==> src/rtl/run_tick_ctrl_if.sv <==
// Pushbutton/switch inputs and tick/clear/running outputs between the panel and run_tick_ctrl.
// master drives the keys and switch; slave is the control stage.
interface run_tick_ctrl_if;
  logic key_run_n;
  logic key_clear_n;
  logic sw_fast;
  logic tick;
  logic clear;
  logic running;

  modport master (
    output key_run_n,
    output key_clear_n,
    output sw_fast,
    input  tick,
    input  clear,
    input  running
  );

  modport slave (
    input  key_run_n,
    input  key_clear_n,
    input  sw_fast,
    output tick,
    output clear,
    output running
  );
endinterface

==> src/rtl/run_tick_ctrl.sv <==
// RUN/CLEAR debounce, RUNNING/STOPPED control and tick prescaler for the hex counter.
// Pausing holds the prescaler so a resumed period keeps its phase.
module run_tick_ctrl #(
  parameter int unsigned TICK_DIV        = 50_000_000,
  parameter int unsigned DEBOUNCE_CYCLES = 1_000_000
) (
  input logic        CLOCK_50,
  input logic        resetn,
  run_tick_ctrl_if.slave bus
);

  localparam int unsigned PW = $clog2(TICK_DIV);
  localparam int unsigned DW = $clog2(DEBOUNCE_CYCLES);
  localparam logic [PW-1:0] DIV_SLOW_M1 = PW'(TICK_DIV - 1);
  localparam logic [PW-1:0] DIV_FAST_M1 = PW'(TICK_DIV / 10 - 1);
  localparam logic [DW-1:0] DB_LAST     = DW'(DEBOUNCE_CYCLES - 1);

  typedef enum logic {ST_STOPPED, ST_RUNNING} state_t;

  // Key vectors: bit 0 = RUN, bit 1 = CLEAR.
  logic [1:0]    key_s1, key_s2, key_acc, key_armed, press_c, press_q;
  logic [DW-1:0] key_cnt [2];
  logic          fast_s1, fast_s2;
  logic [1:0]    vld;

  state_t        state;
  logic [PW-1:0] presc;
  logic [PW-1:0] div_m1;
  logic          tick_q, clear_q, running_q;
  logic          run_press, clr_press;

  // Two-flop synchronizers; vld marks when key_s2 holds a real pin sample after reset.
  always_ff @(posedge CLOCK_50 or negedge resetn) begin
    if (!resetn) begin
      key_s1  <= '1;
      key_s2  <= '1;
      fast_s1 <= 1'b0;
      fast_s2 <= 1'b0;
      vld     <= '0;
    end else begin
      key_s1  <= {bus.key_clear_n, bus.key_run_n};
      key_s2  <= key_s1;
      fast_s1 <= bus.sw_fast;
      fast_s2 <= fast_s1;
      vld     <= {vld[0], 1'b1};
    end
  end

  // A key only arms once it has been seen released, so a key held through reset stays silent.
  always_comb begin
    press_c = '0;
    for (int k = 0; k < 2; k++) begin
      press_c[k] = key_armed[k] & key_acc[k] & ~key_s2[k] & (key_cnt[k] == DB_LAST);
    end
  end

  always_ff @(posedge CLOCK_50 or negedge resetn) begin
    if (!resetn) begin
      key_acc   <= '1;
      key_armed <= '0;
      press_q   <= '0;
      for (int k = 0; k < 2; k++) key_cnt[k] <= '0;
    end else begin
      press_q <= press_c;
      for (int k = 0; k < 2; k++) begin
        key_armed[k] <= key_armed[k] | (vld[1] & key_s2[k]);
        if (key_s2[k] == key_acc[k]) begin
          key_cnt[k] <= '0;
        end else if (key_cnt[k] == DB_LAST) begin
          key_cnt[k] <= '0;
          key_acc[k] <= key_s2[k];
        end else begin
          key_cnt[k] <= key_cnt[k] + DW'(1);
        end
      end
    end
  end

  assign run_press = press_q[0];
  assign clr_press = press_q[1];
  assign div_m1    = fast_s2 ? DIV_FAST_M1 : DIV_SLOW_M1;

  // Run/stop state, prescaler and registered outputs; clear overrides a simultaneous run press.
  always_ff @(posedge CLOCK_50 or negedge resetn) begin
    if (!resetn) begin
      state     <= ST_STOPPED;
      presc     <= '0;
      tick_q    <= 1'b0;
      clear_q   <= 1'b0;
      running_q <= 1'b0;
    end else begin
      tick_q  <= 1'b0;
      clear_q <= 1'b0;
      if (clr_press) begin
        state     <= ST_STOPPED;
        presc     <= '0;
        clear_q   <= 1'b1;
        running_q <= 1'b0;
      end else begin
        // >= lets a switch to the short divisor fire once immediately when already past it.
        if (state == ST_RUNNING) begin
          if (presc >= div_m1) begin
            presc  <= '0;
            tick_q <= 1'b1;
          end else begin
            presc <= presc + PW'(1);
          end
        end
        if (run_press) begin
          state     <= (state == ST_RUNNING) ? ST_STOPPED : ST_RUNNING;
          running_q <= (state != ST_RUNNING);
        end
      end
    end
  end

  assign bus.tick    = tick_q;
  assign bus.clear   = clear_q;
  assign bus.running = running_q;

endmodule

==> src/flat_wrapper.sv <==
// flat-port wrapper written by rule: the top's interface ports become plain ports
module run_tick_ctrl_flat 
#(
  parameter int unsigned TICK_DIV        = 50_000_000,
  parameter int unsigned DEBOUNCE_CYCLES = 1_000_000
)
  (CLOCK_50, resetn, bus_key_run_n, bus_key_clear_n, bus_sw_fast, bus_tick, bus_clear, bus_running);
  run_tick_ctrl_if bus_i ();
  input logic CLOCK_50;
  input logic resetn;
  input wire logic [$bits(bus_i.key_run_n)-1:0] bus_key_run_n;
  input wire logic [$bits(bus_i.key_clear_n)-1:0] bus_key_clear_n;
  input wire logic [$bits(bus_i.sw_fast)-1:0] bus_sw_fast;
  output wire logic [$bits(bus_i.tick)-1:0] bus_tick;
  output wire logic [$bits(bus_i.clear)-1:0] bus_clear;
  output wire logic [$bits(bus_i.running)-1:0] bus_running;
  assign bus_i.key_run_n = bus_key_run_n;
  assign bus_i.key_clear_n = bus_key_clear_n;
  assign bus_i.sw_fast = bus_sw_fast;
  assign bus_tick = bus_i.tick;
  assign bus_clear = bus_i.clear;
  assign bus_running = bus_i.running;
  run_tick_ctrl #(.TICK_DIV(TICK_DIV), .DEBOUNCE_CYCLES(DEBOUNCE_CYCLES)) u_core (.CLOCK_50(CLOCK_50), .resetn(resetn), .bus(bus_i));
endmodule
==> config.mk <==
export PLATFORM = sky130hd
export DESIGN_NAME = run_tick_ctrl_flat
export DESIGN_NICKNAME = d
export VERILOG_FILES = /design/src/rtl/run_tick_ctrl_if.sv /design/src/rtl/run_tick_ctrl.sv /design/src/flat_wrapper.sv
export SDC_FILE = /design/constraint.sdc
export NUM_CORES = 1
export LEC_CHECK = 0
export ABC_CLOCK_PERIOD_IN_PS = 2800
export BUFFER_PORTS_ARGS = -buffer_cell sky130_fd_sc_hd__buf_4
export CAP_MARGIN = 20
export CORE_MARGIN = 2
export CORE_UTILIZATION = 30
export DETAILED_ROUTE_END_ITERATION = 8
export HOLD_SLACK_MARGIN = 0.05
export PLACE_DENSITY_LB_ADDON = 0.1
export SYNTH_ARGS = -nofsm -noshare
export SYNTH_HDL_FRONTEND = slang
export SYNTH_SLANG_ARGS = --single-unit
export TNS_END_PERCENT = 10
==> constraint.sdc <==
create_clock -name CLOCK_50 -period 2.8 [get_ports CLOCK_50]
set_clock_uncertainty 0.15 [all_clocks]
set_input_delay 0.56 -clock CLOCK_50 [delete_from_list [all_inputs] [get_ports CLOCK_50]]
set_output_delay 0.56 -clock CLOCK_50 [all_outputs]
set_load 0.1 [all_outputs]
==> run metrics <==
clock slew at reported path FFs approximately 0.06 ns; starting density of the core a little under a third; Final nets between 400 and 500; area fraction of the dominant cell type after synthesis 45.9%; Yosys reg bits 83; YS warnings 0; # resized after CTS 0; Worst setup SP type flop; RSZ-0062 raised after global routing false; Die W approximately 120 um; critical path depth 9; cts bufs inserted 9; Max clock buf depth 2; Detailed Routing Iterations Pass 1 4; Worst-Skew Late Latency between 0.3 and 0.4 ns; Async S/R FF share, synth 100%; Die Ht ~120 um; placed cells a little over 600; Ports 8; LEAKAGE about 2.1 nW; core area roughly 14000 um^2; Unique masters post-synth 43; Crit Path Class reg2reg; diodes inserted 0; IO Port Bufs 7; ys flop type dfrtp_1; Site Rows 43; DRC Markers 0; first-pass GRT wire length about 14000 um; Max Freq 384 MHz; routed wire length about 8400 um; share of cells above drive strength 1 a little over a tenth; Tot Pwr about 2.5 mW; maximum VDD drop ~0.4 mV; min Tclk post-route 2.61 ns; DRT iter0 DRCs approximately 170; CP delay by family, top compound AO/OA/AOI/OAI gates; largest stage delay on the critical path approximately 0.37 ns; Cells after Synth between 400 and 500; H-tree depth 3; fin. max-slew vios 0; Final Hold Vio Count 0; vias in the first global route roughly 3k; clk sinks 83; Synth area leader dfrtp_1; worst path bufs/invs 2; count leader, synth dfrtp_1; PwrDens between 500 and 600 nW/um^2; post-synthesis cell area about 4200 um^2; hold depth 1; antenna viol nets, final 0; Crit Path Max Fanout 20; Area growth syn-to-layout 14.1%; most used cell, CP buf_4; top cells by count, synth 77 x dfrtp_1, 67 x nor2_1, 44 x nand3_1, 31 x nand2_1, 26 x xor2_1; syn_nets 443; RD Place Congestion a little over 0.7; vias per std cell 4.85; ranking of synthesized cells by area dfrtp_1 46%, nor2_1 6.0%, xor2_1 5.4%, nand3_1 5.2%, ha_1 4.8%; total negative slack 0 ns; hpwl dp about 5700 um; register area share after synthesis between 40% and 50%; Final period util just over 90%; final non-filler cell total approximately 620; WP data required around 3 ns; largest net degree at the start of global routing 38; crit path cell chain buf_4, ha_1, a41oi_1, o21ai_1, a211o_1, nor4b_4, buf_4, and3_1, a221o_1; run status completed; die area about 15000 um^2; WL/cell ~13 um; Final setup viols 0; slowest CP cell dfrtp_1; CTS tree done; Worst EP arrival approximately 2.7 ns; Via Count around 3.0k; total track usage between 10% and 20%; Syn Area/Cell around 10 um^2; grt total ovfl 0; kind of end point of the critical path flop; R2R cell count 9; number of synthesized flops with an enable pin 0; initial antenna violation count 0; worst hold path type in2reg; max-cap violations 0; clk root buf clkbuf_16
-- logic make-up (layout without fill, tap and decap cells) --
group / Yosys count / after routing / share of synthesized area (%)
AO/OA/AOI/OAI: 48 / 48 / 7.89
XOR/XNOR: 39 / 39 / 8.13
adder cells (fa/ha/maj): 16 / 16 / 4.77
buffers and inverters: 23 / 43 / 3.10
flip-flops: 83 / 83 / 49.6
multiplexers: 11 / 11 / 2.71
other: 1 / 1 / 0.0893
AND/OR/NAND/NOR: 201 / 201 / 23.7
-- path summary, 6_finish.rpt --
| check | start | endpoint | slack (ns) |
|---|---|---|---|
| worst max-delay path | u_core.fast_s2$_DFF_PN0_ | u_core.presc[22]$_DFFE_PN0N_ | 0.19 |
| worst min-delay path | bus_key_run_n | u_core.key_s1[0]$_DFF_PN1_ | 0.17 |
| worst max register to register | u_core.fast_s2$_DFF_PN0_ | u_core.presc[22]$_DFFE_PN0N_ | 0.19 |
| worst min register to register | u_core.vld[0]$_DFF_PN0_ | u_core.vld[1]$_DFF_PN0_ | 0.20 |
| max in group asynchronous | resetn | u_core.key_cnt[11]$_DFF_PN0_ | 1.35 |
| min in group asynchronous | resetn | u_core.presc[20]$_DFFE_PN0N_ | 0.52 |
-- flip-flops by register name, indices dropped and copies added, names as in the netlist --
| signal | flops |
|---|---|
| u_core.bus.tick | 1 |
| u_core.key_acc | 2 |
| u_core.key_cnt | 40 |
| u_core.press_q | 2 |
| u_core.key_s2 | 2 |
| u_core.key_armed | 2 |
| u_core.fast_s1 | 1 |
| u_core.presc | 26 |
| u_core.fast_s2 | 1 |
| u_core.vld | 2 |
| u_core.key_s1 | 2 |
| u_core.bus.running | 1 |
| u_core.bus.clear | 1 |
-- per-layer routing --
layer	global-route usage (%)	routed length [um]
met1	16.4	4150
met4	5.39	156
met5	0	0
met2	18.7	3810
met3	3.86	252
-- through the flow --
stage | worst slack (ns) | util (%) | cell area [um^2] | hold slack, ns
global route | 0.0456 | 34.8 | 4790 | 0.145
finish | 0.195 | 34.8 | 4790 | 0.166
global placement | 0.293 | 32.5 | 4480 | 0.183
CTS | 0.183 | 34.8 | 4790 | 0.148
detailed placement | 0.204 | 32.5 | 4480 | 0.185
floorplan | 0.324 | - | 4200 | 0.114
-- placed cells by master (no fill, tap or decap), types with 10 or more instances in the layout --
cell	netlist	routed
nor2_1	67	66
buf_4	0	17
nand3_1	44	44
nand2_1	31	31
xor2_1	26	26
and3_1	18	18
xnor2_1	13	13
a21oi_1	19	19
dfrtp_1	77	77
nand4_1	10	10
ha_1	16	16
-- repair_timing --
item,4_1_cts,5_1_grt
setup endpoints to repair,0,0
hold endpoints to repair,24,0
hold buffers,1,0
buffers inserted,0,0
-- area by class of cell --
class / count / area [um^2]
multi-input cells: 316 / 1990
fillers: 1444 / 8980
inverters: 9 / 33.8
clock inverters: 5 / 62.6
clock buffers: 10 / 239
repair buffers: 19 / 158
flip-flops and latches: 83 / 2080
well taps: 180 / 225
-- power breakdown --
group          switching (mW)  total, mW  leakage, nW  internal, mW
Combinational          0.0473     0.0701        0.881        0.0228
Sequential             0.0106       1.23         1.11          1.21
Clock                   0.502       1.22        0.141         0.715
(Power assumes the default switching activity.)
